## config.mk

```make
export PLATFORM = sky130hd
export DESIGN_NAME = flight_timer_programmer
export DESIGN_NICKNAME = d
export VERILOG_FILES = /design/src/rtl/flight_timer_programmer.sv
export SDC_FILE = /design/constraint.sdc
export NUM_CORES = 1
export LEC_CHECK = 0
export ABC_CLOCK_PERIOD_IN_PS = 2690
export CELL_PAD_IN_SITES_DETAIL_PLACEMENT = 0
export CELL_PAD_IN_SITES_GLOBAL_PLACEMENT = 1
export CORE_MARGIN = 5
export CORE_UTILIZATION = 44
export CTS_CLUSTER_DIAMETER = 200
export DETAILED_ROUTE_END_ITERATION = 12
export PLACE_DENSITY = 0.8
export SYNTH_ARGS = -nofsm -noshare
export SYNTH_HDL_FRONTEND = slang
export SYNTH_SLANG_ARGS = --single-unit
```

## constraint.sdc

```tcl
create_clock -name clk -period 2.69 [get_ports clk]
set_clock_uncertainty 0.05 [all_clocks]
set_input_delay 0.269 -clock clk [delete_from_list [all_inputs] [get_ports clk]]
set_output_delay 0.269 -clock clk [all_outputs]
set_load 0.005 [all_outputs]
```

## src/rtl/flight_timer_programmer.sv

```systemverilog
// Datapin pulse-train transmitter: emits REPEAT high pulses of prog_value cycles, each framed by GAP_CYCLES lows.
// Optional FLIGHT_PROG_ABORT_EN adds an abort input that truncates the train into a final gap.
module flight_timer_programmer #(
    parameter int WIDTH      = 16,
    parameter int GAP_CYCLES = 4,
    parameter int REPEAT     = 2
) (
    input  logic             clk,
    input  logic             rst_n,
    input  logic             start,
    input  logic [WIDTH-1:0] prog_value,
`ifdef FLIGHT_PROG_ABORT_EN
    input  logic             abort,
`endif
    output logic             busy,
    output logic             done,
    output logic             err,
    output logic             datapin
);

    localparam int PW = $clog2(REPEAT + 1);
    localparam logic [WIDTH-1:0] GAP_LOAD = WIDTH'(GAP_CYCLES - 1);

    typedef enum logic [2:0] {
        IDLE,
        PRE_GAP,
        HIGH,
        GAP,
        FINISH
    } state_t;

    state_t           state, state_nx;
    logic [WIDTH-1:0] value_q, value_nx;
    logic [WIDTH-1:0] cnt_q, cnt_nx;
    logic [PW-1:0]    pulses_q, pulses_nx;
    logic             err_nx;
    logic             abort_req;
    logic             in_train;

`ifdef FLIGHT_PROG_ABORT_EN
    assign abort_req = abort;
`else
    assign abort_req = 1'b0;
`endif

    assign in_train = (state == PRE_GAP) || (state == HIGH) || (state == GAP);

    // cnt_q holds "cycles remaining minus one" in the current phase, so a
    // full-scale prog_value loads 2^WIDTH-2 and never wraps.
    always_comb begin
        // NOTE: every output of this block gets a default first so no path
        // leaves a variable unassigned, which would otherwise infer a latch.
        state_nx  = state;
        value_nx  = value_q;
        cnt_nx    = cnt_q;
        pulses_nx = pulses_q;
        err_nx    = 1'b0;

        case (state)
            IDLE: begin
                if (start) begin
                    if (prog_value != '0) begin
                        state_nx  = PRE_GAP;
                        value_nx  = prog_value;
                        pulses_nx = PW'(REPEAT);
                        cnt_nx    = GAP_LOAD;
                    end else begin
                        err_nx = 1'b1;
                    end
                end
            end
            PRE_GAP: begin
                if (cnt_q == '0) begin
                    state_nx = HIGH;
                    cnt_nx   = value_q - 1'b1;
                end else begin
                    cnt_nx = cnt_q - 1'b1;
                end
            end
            HIGH: begin
                if (cnt_q == '0) begin
                    state_nx  = GAP;
                    cnt_nx    = GAP_LOAD;
                    pulses_nx = pulses_q - 1'b1;
                end else begin
                    cnt_nx = cnt_q - 1'b1;
                end
            end
            GAP: begin
                if (cnt_q != '0) begin
                    cnt_nx = cnt_q - 1'b1;
                end else if (pulses_q != '0) begin
                    state_nx = HIGH;
                    cnt_nx   = value_q - 1'b1;
                end else begin
                    state_nx = FINISH;
                end
            end
            FINISH: begin
                state_nx = IDLE;
                cnt_nx   = '0;
            end
            default: begin
                state_nx = IDLE;
                cnt_nx   = '0;
            end
        endcase

        // Abort overrides any phase of the train with one full closing gap.
        if (abort_req && in_train) begin
            state_nx  = GAP;
            cnt_nx    = GAP_LOAD;
            pulses_nx = '0;
        end
    end

    // Outputs are registered from the next-state decode so each one is a flop
    // that lines up exactly with the state it reports.
    always_ff @(posedge clk or negedge rst_n) begin
        if (!rst_n) begin
            state    <= IDLE;
            value_q  <= '0;
            cnt_q    <= '0;
            pulses_q <= '0;
            datapin  <= 1'b0;
            busy     <= 1'b0;
            done     <= 1'b0;
            err      <= 1'b0;
        end else begin
            // NOTE: non-blocking assignments so every flop samples pre-edge values.
            state    <= state_nx;
            value_q  <= value_nx;
            cnt_q    <= cnt_nx;
            pulses_q <= pulses_nx;
            datapin  <= (state_nx == HIGH);
            busy     <= (state_nx == PRE_GAP) || (state_nx == HIGH) || (state_nx == GAP);
            done     <= (state_nx == FINISH);
            err      <= err_nx;
        end
    end

endmodule

```

==> results of run 1 <==
==> synthesized netlist by cell type, types with 2 or more instances <==
master,count,area (um2)
o21a_1,3,22.5
clkbuf_1,2,7.51
buf_2,3,15.0
dfrtp_1,41,1030
a211oi_1,2,15.0
nor3_1,11,55.1
buf_6,2,22.5
a31oi_1,4,25.0
mux2i_1,2,20.0
nor2_1,24,90.1
and3_1,3,18.8
inv_1,12,45.0
nand2_1,19,71.3
o21ai_0,22,110
a21oi_1,17,85.1
xor2_1,8,70.1
mux2_2,16,180
ha_1,3,37.5
nor4_2,2,25.0
nand4_1,4,25.0
nand3_1,8,40.0
and4b_1,2,20.0
o21ai_1,12,60.1
or3_1,3,18.8
xnor2_1,4,35.0
nor2b_1,2,12.5
nor4_1,8,50.1
==> power by group through the flow <==
stage / combinational, mW / clock, mW / sequential, mW
finish: 0.628 / 0.522 / 0.992
global route: 0.707 / 0.558 / 1.03
CTS: 0.628 / 0.532 / 0.990
detailed placement: 0.623 / 0 / 1.00
global placement: 0.613 / 0 / 0.996
floorplan: 0.460 / 0 / 0.944
==> metrics by stage <==
stage	instance area (um2)	setup WS, ps	hold WS [ps]	power [mW]
after global placement	2710	288	415	1.61
after global routing	2830	27.4	157	2.29
after detailed placement	2710	224	421	1.63
final	2830	206	55.9	2.14
after floorplan	2400	559	-76.6	1.40
after CTS	2830	210	107	2.15
==> cell families after synthesis <==
family / count (synthesis) / synth area share
DFF: 41 / 0.428
xor gates and xnor gates: 12 / 0.0438
and+or+nand+nor: 97 / 0.235
AOI/OAI and AO/OA: 67 / 0.157
muxes: 18 / 0.0835
buffers and inverters: 19 / 0.0376
adders and majority gates: 3 / 0.0157
==> worst max path at each step <==
stage	from	endpoint	slack, ps	cells after the start
2_1_floorplan	cnt_q[0]	datapin	560	8
6_report	cnt_q[0]	cnt_q[14]	210	8
4_1_cts	cnt_q[0]	cnt_q[14]	210	8
3_3_place_gp	cnt_q[0]	cnt_q[14]	290	8
3_5_place_dp	cnt_q[0]	cnt_q[14]	220	8
5_1_grt	cnt_q[0]	cnt_q[14]	30	8
==> critical path, cell delays in order (launching register included) <==
cell and delay [ps]:
dfrtp_1 420, inv_1 70, ha_1 210, or4b_4 510
nor3b_4 260, and4b_1 490, a211oi_1 130, a31oi_1 160
nand2_1 70
==> layout make-up <==
class	instances	area (um2)	share of cell area
clock buffers	7	86.3	0.0305
clock inverters	1	30.0	0.0106
inverters	12	45.0	0.0159
multi-input cells	197	1280	0.453
flip-flops and latches	41	1030	0.363
well taps	70	87.6	0.0309
repair buffers	28	273	0.0964
==> state kept, by name, summed over array words and instances (netlist names) <==
| name | count |
|---|---|
| done | 1 |
| pulses_q | 2 |
| value_q | 16 |
| cnt_q | 16 |
| busy | 1 |
| err | 1 |
| state | 3 |
| datapin | 1 |
==> placed cells by master (no fill, tap or decap), drive strengths merged, types with 2 or more instances in the layout <==
master	netlist	layout
xnor2	4	4
nor2	25	25
a211oi	2	2
nor3b	2	2
dfrtp	41	41
buf	5	7
and3	3	3
clkdlybuf4s50	0	21
a31oi	4	4
or3	3	3
mux2	16	16
xor2	8	8
and4b	2	2
o21a	3	3
nand2	19	19
inv	12	12
o21ai	34	34
clkbuf	2	7
nor3	12	12
nand4	5	5
nand3	8	8
mux2i	2	2
nor2b	2	2
nor4	11	11
a21oi	17	17
ha	3	3
==> metal layers <==
metal  wire, um  track usage  vias to the layer above
met3        331       0.0247                        2
li1           -            -                     1000
met5          0            0                        -
met2       2650        0.277                       58
met1       2680        0.244                      976
met4         19       0.0439                        0
==> metrics.txt, run 1 <==
outcome=completed; FP Rows=26; max-cap violations=0; WL/cell=16.0 um; Worst setup EP type=flop; DR vias/cell=between 5 and 6; Top FF cell, synth=dfrtp_1; Global Route Usage Sum=0.172; register area share after synthesis=0.428; Post-synth EDFFs=0; first-pass GRT wire length=between 9 and 10 mm; Post-Syn Instances=between 200 and 300; PostCTS Resize Cnt=0; Initial Util=0.461; worst r2r dst=cnt_q[14]; nets@finish=approximately 310; fillers=between 400 and 500; largest net degree at the start of global routing=42; NetSw=roughly 770 uW; Max clock buf depth=2; power density cells=around 760 mW/mm2; Max Clock Freq=403 MHz; leakage power=around 1.2 nW; die area=about 0.007 mm2; Clock Latency Late Sink=a little under 300 ps; I/O pin count=23; HPWL after DPL=between 4 and 5 mm; critical path startpoint category=flop; final worst-path cycle share=0.923; CTS Buf Count=5; clk sinks=between 40 and 50; Hold Vio Cnt, Final=0; antenna cells=0; initial antenna violation count=0; Synth warnings=0; Pre-antenna DRT Iters=4; drt drc=0; global placement routability congestion=between 0.8 and 0.9; Mean Syn Cell Area=slightly above 9 um2; setup TNS=0 ps; Reg-to-Reg Start=cnt_q[0]; Iter 0 DRT Violations=roughly 160; Final Instance Count excl. Fillers=356; Net Sw Frac=0.360; Via Count=2036; Final Max Slew Viols=0; final core utilization=0.544; Comb pwr share=0.293; Final setup viols=0; R2R depth=8; post-CTS setup buffer count=0; GRT overflow=0; layout cell share with drive strength beyond 1=0.143; Final min period=approximately 2500 ps; Post-CTS Hold Fix Bufs=0; RSZ-0062 raised after global routing=no; Arr. time, crit path=between 2000 and 3000 ps; Cell Area, Synth=0.00240 mm2; CTS tree=yes; post-synth net total=~280; area delta synth->final=18.0%; Required @ worst endpoint=2830 ps; Die X=approximately 84 um; Routed WL=around 5.7 mm; core area=between 0.005 and 0.006 mm2; Final ANT Viol Nets=0; Clock Power Share=0.244; part of the power in registers=0.463; vias in the first global route=about 2000; Worst-Margin Slew=938 ps; P_int=approximately 1.4 mW; PortBufs=22; Synth cell types=45; peak supply drop=approximately 0.28 mV; chip height=between 80 and 90 um; R2R Setup Slk=210 ps; Seq cells post-synth=41; clk root buf=clkbuf_8; Slew headroom=0.374; async set-reset flop share out of synthesis=1.00; Placed Cells incl. Taps=348; critical path class=reg -> reg; Worst-path clk slew=about 90 ps; Crit Path Max Fanout=9; Hold Path Class=in -> async; H-tree Lvls=2
Note: power is estimated with default switching activity, not from simulation.
==> run 2: changes to the inputs <==
Settings changed: CTS_CLUSTER_DIAMETER 200 to 40, SKIP_LAST_GASP set to 1.
==> results of run 2 <==
Final layout, timing and power as in run 1 (identical DEF).
